===== config.mk =====
export PLATFORM = sky130hd
export DESIGN_NAME = vending_machine_multi
export DESIGN_NICKNAME = d
export VERILOG_FILES = /design/src/rtl/vend_pkg.sv /design/src/rtl/vend_edge_det.sv /design/src/rtl/vending_machine_multi.sv
export SDC_FILE = /design/constraint.sdc
export NUM_CORES = 1
export LEC_CHECK = 0
export CAP_MARGIN = 20
export CELL_PAD_IN_SITES_DETAIL_PLACEMENT = 1
export CELL_PAD_IN_SITES_GLOBAL_PLACEMENT = 2
export CORE_MARGIN = 4
export CORE_UTILIZATION = 39
export DETAILED_ROUTE_END_ITERATION = 8
export PLACE_DENSITY_LB_ADDON = 0.1
export SLEW_MARGIN = 10
export SYNTH_ARGS = -nofsm -noshare
export SYNTH_HDL_FRONTEND = slang
export SYNTH_SLANG_ARGS = --single-unit

===== constraint.sdc =====
create_clock -name clk -period 9.2 [get_ports clk]
set_clock_uncertainty 0.15 [all_clocks]
set_input_delay 1.38 -clock clk [delete_from_list [all_inputs] [get_ports clk]]
set_output_delay 1.38 -clock clk [all_outputs]
set_load 0.05 [all_outputs]

===== src/rtl/vend_pkg.sv =====
// Shared types and constants for the multi-product vending core.
// Holds the FSM state enum, coin values in 25-cent units and a one-hot decoder.
package vend_pkg;

    typedef enum logic [1:0] {
        IDLE,
        DISPENSE,
        REFUND
    } vend_state_e;

    localparam int COIN1_UNITS    = 1;
    localparam int COIN2_UNITS    = 4;
    localparam int CENTS_PER_UNIT = 25;

    // Index of the single set bit plus a flag saying the vector really was one-hot.
    typedef struct packed {
        logic       valid;
        logic [3:0] idx;
    } onehot_t;

    // Decode a select vector of up to 16 slots; zero or multiple bits give valid=0.
    function automatic onehot_t onehot_idx(input logic [15:0] vec);
        onehot_t r;
        r.valid = (vec != 16'd0) && ((vec & (vec - 16'd1)) == 16'd0);
        r.idx   = 4'd0;
        for (int i = 0; i < 16; i++) begin
            if (vec[i]) begin
                r.idx = 4'(i);
            end
        end
        return r;
    endfunction

endpackage


===== src/rtl/vend_edge_det.sv =====
// Rising/falling edge detector: one previous-value register per input bit.
// Edges are combinational against the registered previous level.
module vend_edge_det #(
    parameter int WIDTH = 1
) (
    input  logic             clk,
    input  logic             rst_n,
    input  logic [WIDTH-1:0] sig,
    output logic [WIDTH-1:0] rise,
    output logic [WIDTH-1:0] fall
);

    logic [WIDTH-1:0] prev_reg;

    // Remember last cycle's level of every input.
    always_ff @(posedge clk or negedge rst_n) begin
        if (!rst_n) begin
            prev_reg <= '0;
        end else begin
            prev_reg <= sig;
        end
    end

    for (genvar gi = 0; gi < WIDTH; gi++) begin : g_bit
        assign rise[gi] = sig[gi] & ~prev_reg[gi];
        assign fall[gi] = ~sig[gi] & prev_reg[gi];
    end

endmodule


===== src/rtl/vending_machine_multi.sv =====
// N-product vending core: credit in 25-cent units, per-slot price and stock,
// timed change refund and an IDLE/DISPENSE/REFUND FSM.
// Optional macro VEND_AUDIT_EN adds saturating sales_count / sales_units outputs.
module vending_machine_multi
    import vend_pkg::*;
#(
    parameter int                          NUM_PRODUCTS = 4,
    parameter int                          CREDIT_W     = 8,
    parameter int                          STOCK_W      = 4,
    parameter int                          STOCK_INIT   = 10,
    parameter logic [NUM_PRODUCTS*CREDIT_W-1:0] PRICES  = 32'h08_06_03_01
) (
    input  logic                    clk,
    input  logic                    rst_n,
    input  logic                    coin1,
    input  logic                    coin2,
    input  logic [NUM_PRODUCTS-1:0] select,
    input  logic                    buy,
    input  logic                    refund,
    input  logic [NUM_PRODUCTS-1:0] load,
    output logic [CREDIT_W+4:0]     money,
    output logic [NUM_PRODUCTS-1:0] products,
    output logic [NUM_PRODUCTS-1:0] outofstock,
    output logic                    change_pulse,
    output logic                    coin_reject,
    output logic                    vend_fail
`ifdef VEND_AUDIT_EN
    ,
    output logic [15:0]             sales_count,
    output logic [23:0]             sales_units
`endif
);

    vend_state_e             state_reg, state_next;
    logic [CREDIT_W-1:0]     credit_reg, credit_next;
    logic [NUM_PRODUCTS-1:0] products_reg, products_next;
    logic [NUM_PRODUCTS-1:0] outofstock_reg;
    logic                    change_reg, change_next;
    logic                    reject_reg, reject_next;
    logic                    fail_reg, fail_next;
    logic [NUM_PRODUCTS-1:0] dec_en, load_en;
    logic [NUM_PRODUCTS-1:0] stock_zero;
    logic                    vend_ok;

    logic [3:0] rise_vec, fall_vec;
    logic       coin1_rise, coin2_rise, buy_rise, buy_fall, refund_rise;
    logic       unused_fall;

    vend_edge_det #(.WIDTH(4)) u_edge (
        .clk  (clk),
        .rst_n(rst_n),
        .sig  ({refund, buy, coin2, coin1}),
        .rise (rise_vec),
        .fall (fall_vec)
    );

    assign coin1_rise  = rise_vec[0];
    assign coin2_rise  = rise_vec[1];
    assign buy_rise    = rise_vec[2];
    assign refund_rise = rise_vec[3];
    assign buy_fall    = fall_vec[2];
    assign unused_fall = ^{fall_vec[3], fall_vec[1:0]};

    // Per-slot stock counters: reload wins over a decrement, never wrap below zero.
    for (genvar gi = 0; gi < NUM_PRODUCTS; gi++) begin : g_slot
        logic [STOCK_W-1:0] stock_reg;

        always_ff @(posedge clk or negedge rst_n) begin
            if (!rst_n) begin
                stock_reg <= STOCK_W'(STOCK_INIT);
            end else if (load_en[gi]) begin
                stock_reg <= '1;
            end else if (dec_en[gi] && (stock_reg != '0)) begin
                stock_reg <= stock_reg - 1'b1;
            end
        end

        assign stock_zero[gi] = (stock_reg == '0);
    end

    onehot_t             sel_oh;
    logic [CREDIT_W-1:0] price_sel;
    logic                stock_ok;

    assign sel_oh = onehot_idx(16'(select));

    // Look up price and stock availability for the selected slot.
    always_comb begin
        price_sel = '0;
        stock_ok  = 1'b0;
        for (int i = 0; i < NUM_PRODUCTS; i++) begin
            if (sel_oh.idx == 4'(i)) begin
                price_sel = PRICES[i*CREDIT_W +: CREDIT_W];
                stock_ok  = ~stock_zero[i];
            end
        end
    end

    // Coin arithmetic shared by IDLE and DISPENSE; an extra bit catches overflow.
    logic [CREDIT_W:0]   coin1_sum, coin2_sum;
    logic                coin_event, coin_rej;
    logic [CREDIT_W-1:0] coin_credit;

    always_comb begin
        coin1_sum   = {1'b0, credit_reg} + (CREDIT_W+1)'(COIN1_UNITS);
        coin2_sum   = {1'b0, credit_reg} + (CREDIT_W+1)'(COIN2_UNITS);
        coin_event  = coin1_rise | coin2_rise;
        coin_rej    = 1'b0;
        coin_credit = credit_reg;
        if (coin1_rise) begin
            if (coin1_sum[CREDIT_W]) begin
                coin_rej = 1'b1;
            end else begin
                coin_credit = coin1_sum[CREDIT_W-1:0];
            end
            // A simultaneous 100c edge cannot be credited in the same cycle.
            if (coin2_rise) begin
                coin_rej = 1'b1;
            end
        end else if (coin2_rise) begin
            if (coin2_sum[CREDIT_W]) begin
                coin_rej = 1'b1;
            end else begin
                coin_credit = coin2_sum[CREDIT_W-1:0];
            end
        end
    end

    // Next-state and output decode; only the highest-priority event acts in IDLE.
    always_comb begin
        state_next    = state_reg;
        credit_next   = credit_reg;
        products_next = products_reg;
        change_next   = 1'b0;
        reject_next   = 1'b0;
        fail_next     = 1'b0;
        dec_en        = '0;
        load_en       = '0;
        vend_ok       = 1'b0;
        case (state_reg)
            IDLE: begin
                if (coin_event) begin
                    credit_next = coin_credit;
                    reject_next = coin_rej;
                end else if (buy_rise) begin
                    if (sel_oh.valid && (credit_reg >= price_sel) && stock_ok) begin
                        credit_next   = credit_reg - price_sel;
                        dec_en        = select;
                        products_next = select;
                        vend_ok       = 1'b1;
                        state_next    = DISPENSE;
                    end else begin
                        fail_next = 1'b1;
                    end
                end else if (refund_rise) begin
                    if (credit_reg != '0) begin
                        state_next = REFUND;
                    end
                end else begin
                    load_en = load;
                end
            end
            DISPENSE: begin
                if (coin_event) begin
                    credit_next = coin_credit;
                    reject_next = coin_rej;
                end
                if (buy_fall) begin
                    products_next = '0;
                    state_next    = IDLE;
                end
            end
            REFUND: begin
                reject_next = coin_event;
                if (credit_reg != '0) begin
                    change_next = 1'b1;
                    credit_next = credit_reg - 1'b1;
                end
                if (credit_reg <= CREDIT_W'(1)) begin
                    state_next = IDLE;
                end
            end
            default: begin
                state_next = IDLE;
            end
        endcase
    end

    // Core state, credit and registered pulse/flag outputs.
    always_ff @(posedge clk or negedge rst_n) begin
        if (!rst_n) begin
            state_reg      <= IDLE;
            credit_reg     <= '0;
            products_reg   <= '0;
            outofstock_reg <= '0;
            change_reg     <= 1'b0;
            reject_reg     <= 1'b0;
            fail_reg       <= 1'b0;
        end else begin
            state_reg      <= state_next;
            credit_reg     <= credit_next;
            products_reg   <= products_next;
            outofstock_reg <= stock_zero;
            change_reg     <= change_next;
            reject_reg     <= reject_next;
            fail_reg       <= fail_next;
        end
    end

    assign money        = (CREDIT_W+5)'(credit_reg) * (CREDIT_W+5)'(CENTS_PER_UNIT);
    assign products     = products_reg;
    assign outofstock   = outofstock_reg;
    assign change_pulse = change_reg;
    assign coin_reject  = reject_reg;
    assign vend_fail    = fail_reg;

`ifdef VEND_AUDIT_EN
    logic [15:0] sales_count_reg;
    logic [23:0] sales_units_reg;
    logic [24:0] units_sum;

    assign units_sum = {1'b0, sales_units_reg} + 25'(price_sel);

    // Saturating audit counters, stepped once per successful vend.
    always_ff @(posedge clk or negedge rst_n) begin
        if (!rst_n) begin
            sales_count_reg <= '0;
            sales_units_reg <= '0;
        end else if (vend_ok) begin
            if (sales_count_reg != '1) begin
                sales_count_reg <= sales_count_reg + 16'd1;
            end
            sales_units_reg <= units_sum[24] ? '1 : units_sum[23:0];
        end
    end

    assign sales_count = sales_count_reg;
    assign sales_units = sales_units_reg;
`else
    logic unused_audit;
    assign unused_audit = vend_ok;
`endif

endmodule

==> impl_metrics.ini, run 1 <==
[worst_hold_path]
hold_class = register to register
whs_path_depth = 1
hold_end = outofstock[1]$_DFF_PN0_
holdCritStartpoint = g_slot[1].stock_reg[2]$_DFFE_PN0P_

[routing]
vias = 3381
finalWirelength_um = 10800
drc = 0
drt_iter0_markers = 136
ant_nets = 0
viasPerCell = 5.68
dr.pass1.iters = 4
wl_per_cell_um = 18.2

[final_layout]
nets = 539
postLayoutCoreUtil = 0.462
n_fill_cell = 1199
drive_gt1_frac = 0.0758
diodes = 0
area_delta_synth_final_pct = 16.1
largest_reg_flops = 16

[synth]
syn_area_sq_um = 3870
yosys_warnings = 0
yosysSeqAreaShare = 0.268
ys.flop_type = dfrtp_1
synth-edff-count = 0
synth_cells = 425
synthTopCellsByArea = dfrtp_1 (21%), ha_1 (19%), dfstp_2 (5.4%), inv_1 (4.5%), o21ai_0 (2.8%)
synth_cell_type_count = 66
ys_async_sr_fraction = 1.00
ys_ff_latch = 41
syn-num-nets = 503
synth_top_area_frac = 0.213
avgSynthCellArea_sq_um = 9.11
synth.largest_area_cell = dfrtp_1

[clock_tree]
hold_buffers = 0
htreeDepth = 2
post_cts_resized = 0
cts_root_buffer = clkbuf_8
numCtsBuffers = 5
post_cts_buffers = 0
cts_tree = yes
clkLatencyLatePin_ns = 0.31
path_clk_slew_ns = 0.10
clock_sinks = 41
clk_path_buf_depth = 2

[placement]
dpl.hpwl_um = 8600
port-buffer-count = 37
gp_congestion = 0.879

[die]
core_area_sq_um = 9730
die_area_sq_um = 11600
start_util = 0.398
pin_count = 38
die_h_um = 108
dieWidth_um = 108
row_count = 36

[worst_setup_path]
crit_type = register to output port
rr_worst_depth = 9
critPathCaptureType = output port
r2r-start = credit_reg[0]$_DFFE_PN0P_
cp-start-kind = register
worstPathRequired_ns = 7.67
cp.arrival_ns = 4.32
worst-path-max-fanout = 8
rrSetupSlack_ns = 5.55
r2r-end = g_slot[3].stock_reg[3]$_DFFE_PN1P_

[run_status]
status = completed

[timing]
drv_slew = 0
finalCritPeriodShare = 0.636
hold_violations = 0
tightest_slew_ns = 0.977
setup-violations-final = 0
rsz0062_at_grt = no
max_freq_mhz = 171
slew-limit-headroom = 0.349
setup-tns-final_ns = 0
period_needed_ns = 5.85

[global_routing]
grt_busiest_layer = met2
grt_usage = 0.198
grt-ovfl-total = 0
grt_pass1_wl_um = 18300
grt_max_degree = 42
antenna_found_initial = 0
grtUsageMet2 = 0.325
first_global_vias = 3557
global_route.usage.met3 = 0.0318
grt_use_met1 = 0.278

[job]
cap_violations = 0
metal layers:
metal	share of wire	vias to the layer above
met1	0.49	1692
met3	0.035	10
met4	0.011	0
met2	0.46	54
met5	0	-
li1	-	1625
worst max path at each step:
stage | start | endpoint | cells past startpoint
after floorplan | credit_reg[2]$_DFFE_PN0P_ | money[12] | 13
after global placement | credit_reg[2]$_DFFE_PN0P_ | money[12] | 14
after detailed placement | credit_reg[2]$_DFFE_PN0P_ | money[12] | 14
after CTS | credit_reg[2]$_DFFE_PN0P_ | money[12] | 14
after global routing | credit_reg[2]$_DFFE_PN0P_ | money[12] | 14
final | credit_reg[2]$_DFFE_PN0P_ | money[12] | 14
cell type report:
class / instances / area, sq um / share of cell area
timing repair buffer: 40 / 385 / 0.0857
multi-input combinational: 327 / 2600 / 0.578
tap: 133 / 166 / 0.0370
clock buffer: 5 / 68.8 / 0.0153
inverter: 46 / 173 / 0.0384
clock inverter: 3 / 68.8 / 0.0153
sequential: 41 / 1040 / 0.230
per-stage QoR:
stage          std cells  setup WS (ns)  instance area [sq um]  hold slack (ns)
3_3_place_gp         586           3.70                   4350            0.340
2_1_floorplan        425           4.15                   3870            0.306
6_report             595           3.35                   4500            0.359
4_1_cts              594           3.29                   4490            0.360
3_5_place_dp         586           3.66                   4350            0.346
5_1_grt              595           3.08                   4500            0.389
placed cells by master (no fill, tap or decap), types with 3 or more instances in the layout:
cell             instances
o221ai_1                 3
xor2_1                   5
ha_1                    60
inv_1                   46
a31oi_1                  5
dfstp_2                  8
nand2_1                 23
nand3_1                  7
nor2_1                  13
or3_1                    7
nand4_1                 10
xnor2_1                 10
nor4_1                   6
clkbuf_8                 5
nor3b_1                  6
mux2i_1                  5
a211oi_1                 5
o31ai_1                  6
o21a_1                   5
and2_1                   3
a21oi_1                 18
o22ai_1                  3
nor3_1                   9
and3_1                   5
dfrtp_1                 33
clkdlybuf4s50_1         36
fa_1                     4
o211ai_1                12
nor2b_1                 12
o21ai_0                 22
nand2b_1                13
cell families after synthesis:
kind of cell,share of synthesized area
buffers and inverters,0.0617
DFF,0.268
and+or+nand+nor,0.199
xor gates and xnor gates,0.0339
adders and majority gates,0.215
AOI/OAI and AO/OA,0.205
muxes,0.0187
cells in the mapped netlist (3+ instances only):
cell      instances
a211oi_1          5
a21oi_1          18
a31oi_1           5
and2_1            3
and3_1            5
buf_4             4
clkbuf_1          4
dfrtp_1          33
dfstp_2           8
fa_1              4
ha_1             60
inv_1            46
mux2i_1           5
nand2_1          23
nand2b_1         13
nand3_1           7
nand4_1          10
nor2_1           13
nor2b_1          12
nor3_1            9
nor3b_1           6
nor4_1            6
o211ai_1         12
o21a_1            5
o21ai_0          22
o221ai_1          3
o22ai_1           3
o31ai_1           6
or3_1             7
xnor2_1          10
xor2_1            5
worst max-delay path, cell delays in order, from the launching register on:
cell	delay (ns)
dfrtp_1	0.53
inv_1	0.16
ha_1	0.34
ha_1	0.28
inv_1	0.05
fa_1	0.50
inv_1	0.04
ha_1	0.32
a21o_1	0.19
a21oi_1	0.21
nor2b_1	0.07
o21ai_0	0.24
a21oi_1	0.12
xor2_1	0.14
clkdlybuf4s50_1	0.82
Power of run 1 is left out: the tool's default activity adds up to more than one toggle a clock period on the data nets, which glitch-free logic cannot reach.
==> run 2, diff against run 1 <==
- CORE_UTILIZATION: 39 -> 33
- clock period: 9.2 -> 5.33 ns (I/O delays scaled with it)
==> impl_metrics.ini, run 2 (synthesis results as in run 1) <==
[routing]
vias = 3346
ant_nets = 0
drt_iter0_markers = 207
finalWirelength_um = 11500
viasPerCell = 5.49
wl_per_cell_um = 18.8
drc = 0
dr.pass1.iters = 4

[clock_tree]
clk_path_buf_depth = 2
numCtsBuffers = 5
clkLatencyLatePin_ns = 0.30
cts_tree = yes
clock_sinks = 41
cts_root_buffer = clkbuf_16
path_clk_slew_ns = 0.07
htreeDepth = 2

[global_routing]
grt_use_met1 = 0.248
grt_usage = 0.178
grt_busiest_layer = met2
grt-ovfl-total = 0
global_route.usage.met3 = 0.0404
antenna_found_initial = 0
grtUsageMet2 = 0.288
grt_max_degree = 42
first_global_vias = 3593
grt_pass1_wl_um = 18900

[final_layout]
n_fill_cell = 1334
final_cells = 610
diodes = 0
drive_gt1_frac = 0.0835
multiInputGateArea_sq_um = 2600
largest_reg_flops = 16
final_cell_mix = ha_1 (60), inv_1 (46), dfrtp_1 (33), clkdlybuf4s50_1 (33), nand2_1 (23)
seqCellArea_sq_um = 1040
nets = 544
area_delta_synth_final_pct = 18.5
layout_commonest_cell = ha_1

[die]
pin_count = 38
dieWidth_um = 116
die_area_sq_um = 13500
row_count = 39
start_util = 0.338
core_area_sq_um = 11500
die_h_um = 116

[worst_setup_path]
rr_worst_depth = 8
critPathBufInv = 4
worstPathRequired_ns = 4.38
cp_cell_sequence = inv_1 -> ha_1 -> ha_1 -> inv_1 -> fa_1 -> inv_1 -> ha_1 -> a21oi_1 -> nor2b_1 -> o21a_1 -> nor2_1 -> xnor2_1 -> clkdlybuf4s50_1
crit_type = register to output port
cp.arrival_ns = 4.07
worst-path-max-fanout = 8
cpPeakStageDelay_ns = 0.82
r2r-start = credit_reg[1]$_DFFE_PN0P_
cp-start-kind = register
r2r-end = credit_reg[3]$_DFFE_PN0P_
critPathCaptureType = output port
cp_top_family = adder cells
crit_slowest_cell = clkdlybuf4s50_1
rrSetupSlack_ns = 2.05

[placement]
gp_congestion = 0.816
dpl.hpwl_um = 8870
placed_cells = 600
port-buffer-count = 37

[timing]
holdWs_ns = 0.232
rsz0062_at_grt = no
tightest_slew_ns = 0.940
hold_violations = 0
period_needed_ns = 5.02
finalCritPeriodShare = 0.943
max_freq_mhz = 199
setup-violations-final = 0
slew-limit-headroom = 0.369
drv_slew = 0
setup-tns-final_ns = 0

[run_status]
status = completed

[worst_hold_path]
hold_class = input pin to asynchronous set/reset pin

[job]
cap_violations = 0
## run 2: cell types whose count changed in the layout (fill, tap and decap cells not counted)
cell and delta:
clkdlybuf4s50_1 -3, dlygate4sd2_1 +1, clkbuf_1 +1, dlymetal6s2s_1 +2
buf_4 +5, clkbuf_2 -1, clkinv_2 +1, inv_6 -1
clkbuf_8 -5, buf_12 +1, bufinv_16 -1, clkbuf_16 +5
## run 2: final cells by class
| cell class | instances | share of cell area |
|---|---|---|
| Timing Repair Buffer | 45 | 0.0962 |
| Multi-Input combinational cell | 327 | 0.566 |
| Sequential cell | 41 | 0.226 |
| Clock buffer | 6 | 0.0281 |
| Tap cell | 143 | 0.0390 |
| Clock inverter | 2 | 0.00763 |
| Inverter | 46 | 0.0376 |
## run 2: worst register-to-register path: stages (launching register included)
cell and delay, ns:
dfrtp_1 0.51, inv_1 0.21, fa_1 0.50, nor2b_1 0.20, o22ai_1 0.18, a41oi_2 0.46, nand4_2 0.38, a221o_1 0.42
o21ai_0 0.14
## run 2: metrics by stage
stage               cell area, sq um  utilization  setup WS, ns
floorplan                       3870            -         0.860
global placement                4390        0.383         0.482
detailed placement              4390        0.383         0.328
CTS                             4560        0.397         0.162
global route                    4590        0.400        0.0596
finish                          4590        0.400         0.306
## run 2: repair_timing
item	4_1_cts	5_1_grt
hold buffers	0	0
setup buffers	0	0
endpoints found under the setup margin	1	1
gates resized for setup	1	1
## run 2: how the worst max path moves through the flow
| stage | start | to | slack [ns] | depth (start not counted) |
|---|---|---|---|---|
| after floorplan | credit_reg[2]$_DFFE_PN0P_ | money[12] | 0.86 | 13 |
| final | credit_reg[2]$_DFFE_PN0P_ | money[9] | 0.31 | 13 |
| after detailed placement | credit_reg[2]$_DFFE_PN0P_ | money[10] | 0.33 | 14 |
| after CTS | credit_reg[2]$_DFFE_PN0P_ | money[11] | 0.16 | 13 |
| after global routing | credit_reg[2]$_DFFE_PN0P_ | money[9] | 0.06 | 13 |
| after global placement | credit_reg[2]$_DFFE_PN0P_ | money[10] | 0.48 | 14 |
## run 2: routing by layer
metal | part of all wire | routed length [um]
met3 | 0.035 | 406
met2 | 0.44 | 5090
met1 | 0.51 | 5880
met5 | 0 | 0
met4 | 0.0098 | 113
Power of run 2 is left out for the same reason.
==> run 3, diff against run 2 <==
- PLACE_DENSITY_LB_ADDON: 0.1 -> 0.15
==> impl_metrics.ini, run 3 (synthesis results as in run 1) <==
[global_routing]
grt_busiest_layer = met2
grtUsageMet2 = 0.284
grt_usage = 0.180
first_global_vias = 3561
grt_pass1_wl_um = 18900
grt_use_met1 = 0.251
grt_max_degree = 42
grt-ovfl-total = 0
global_route.usage.met3 = 0.0321
antenna_found_initial = 0

[final_layout]
nets = 541
diodes = 0
area_delta_synth_final_pct = 18.7
largest_reg_flops = 16
final_cell_mix = ha_1 (60), inv_1 (46), clkdlybuf4s50_1 (34), dfrtp_1 (33), nand2_1 (23)
layout_commonest_cell = ha_1
drive_gt1_frac = 0.0819

[die]
dieWidth_um = 116
row_count = 39
die_h_um = 116
die_area_sq_um = 13500
core_area_sq_um = 11500
pin_count = 38
start_util = 0.338

[timing]
max_freq_mhz = 197
period_needed_ns = 5.07
drv_slew = 0
setup-violations-final = 0
hold_violations = 0
tightest_slew_ns = 0.987
rsz0062_at_grt = no
setup-tns-final_ns = 0
slew-limit-headroom = 0.341
finalCritPeriodShare = 0.951

[job]
cap_violations = 0

[routing]
drc = 0
viasPerCell = 5.50
finalWirelength_um = 11500
vias = 3336
dr.pass1.iters = 4
drt_iter0_markers = 126
wl_per_cell_um = 19.0
ant_nets = 0

[worst_setup_path]
critPathCaptureType = output port
r2r-end = g_slot[3].stock_reg[3]$_DFFE_PN1P_
worst-path-max-fanout = 7
cp-start-kind = register
cp.arrival_ns = 4.12
rr_worst_depth = 10
rrSetupSlack_ns = 1.92
crit_type = register to output port
r2r-start = credit_reg[0]$_DFFE_PN0P_
worstPathRequired_ns = 4.38

[worst_hold_path]
hold_class = input pin to asynchronous set/reset pin

[clock_tree]
clk_path_buf_depth = 2
htreeDepth = 2
cts_tree = yes
numCtsBuffers = 5
clkLatencyLatePin_ns = 0.30
path_clk_slew_ns = 0.07
cts_root_buffer = clkbuf_16
clock_sinks = 41

[placement]
gp_congestion = 0.844
port-buffer-count = 37
dpl.hpwl_um = 8950

[run_status]
status = completed
-- run 3: worst max-delay path, cell delays in order, from the launching register on --
cell and delay, ns:
dfrtp_1 0.46, inv_1 0.18, ha_1 0.34, ha_1 0.28
inv_1 0.05, fa_1 0.50, inv_1 0.04, ha_1 0.32
a21oi_1 0.22, nor2b_1 0.08, o21a_1 0.18, o211ai_1 0.20
xnor2_1 0.14, clkdlybuf4s50_1 0.82
-- run 3: layout make-up --
| class | count | area, sq um |
|---|---|---|
| inverters | 46 | 173 |
| fillers | 1326 | 6870 |
| clock inverters | 3 | 68.8 |
| flip-flops and latches | 41 | 1040 |
| multi-input cells | 327 | 2600 |
| repair buffers | 42 | 415 |
| clock buffers | 5 | 125 |
| well taps | 143 | 179 |
-- run 3: metal layers --
metal	part of all wire	vias up	wire length (um)
li1	-	1626	-
met1	0.50	1635	5750
met2	0.44	64	5100
met3	0.042	11	486
met4	0.016	0	190
met5	0	-	0
-- run 3: what timing repair did --
action / 4_1_cts / 5_1_grt
hold buffers: 0 / 0
resized for setup: 0 / 1
endpoints found under the setup margin: 0 / 1
setup buffers: 0 / 0
-- run 3: per-stage QoR --
step	instance area [sq um]	worst slack [ns]	hold slack, ns	utilization	cells
floorplan	3870	0.860	0.306	-	425
global placement	4380	0.505	0.341	0.382	598
detailed placement	4380	0.426	0.347	0.382	598
CTS	4570	0.0775	0.356	0.399	606
global route	4600	0.0246	0.314	0.401	607
finish	4600	0.264	0.288	0.401	607
-- run 3: how the worst max path moves through the flow --
stage / start / to / depth (start not counted)
2_1_floorplan: credit_reg[2]$_DFFE_PN0P_ / money[12] / 13
3_3_place_gp: credit_reg[3]$_DFFE_PN0P_ / money[10] / 14
3_5_place_dp: credit_reg[3]$_DFFE_PN0P_ / money[10] / 14
4_1_cts: credit_reg[3]$_DFFE_PN0P_ / money[10] / 14
5_1_grt: credit_reg[3]$_DFFE_PN0P_ / money[11] / 13
6_report: credit_reg[3]$_DFFE_PN0P_ / money[11] / 13
Power of run 3 is left out for the same reason.
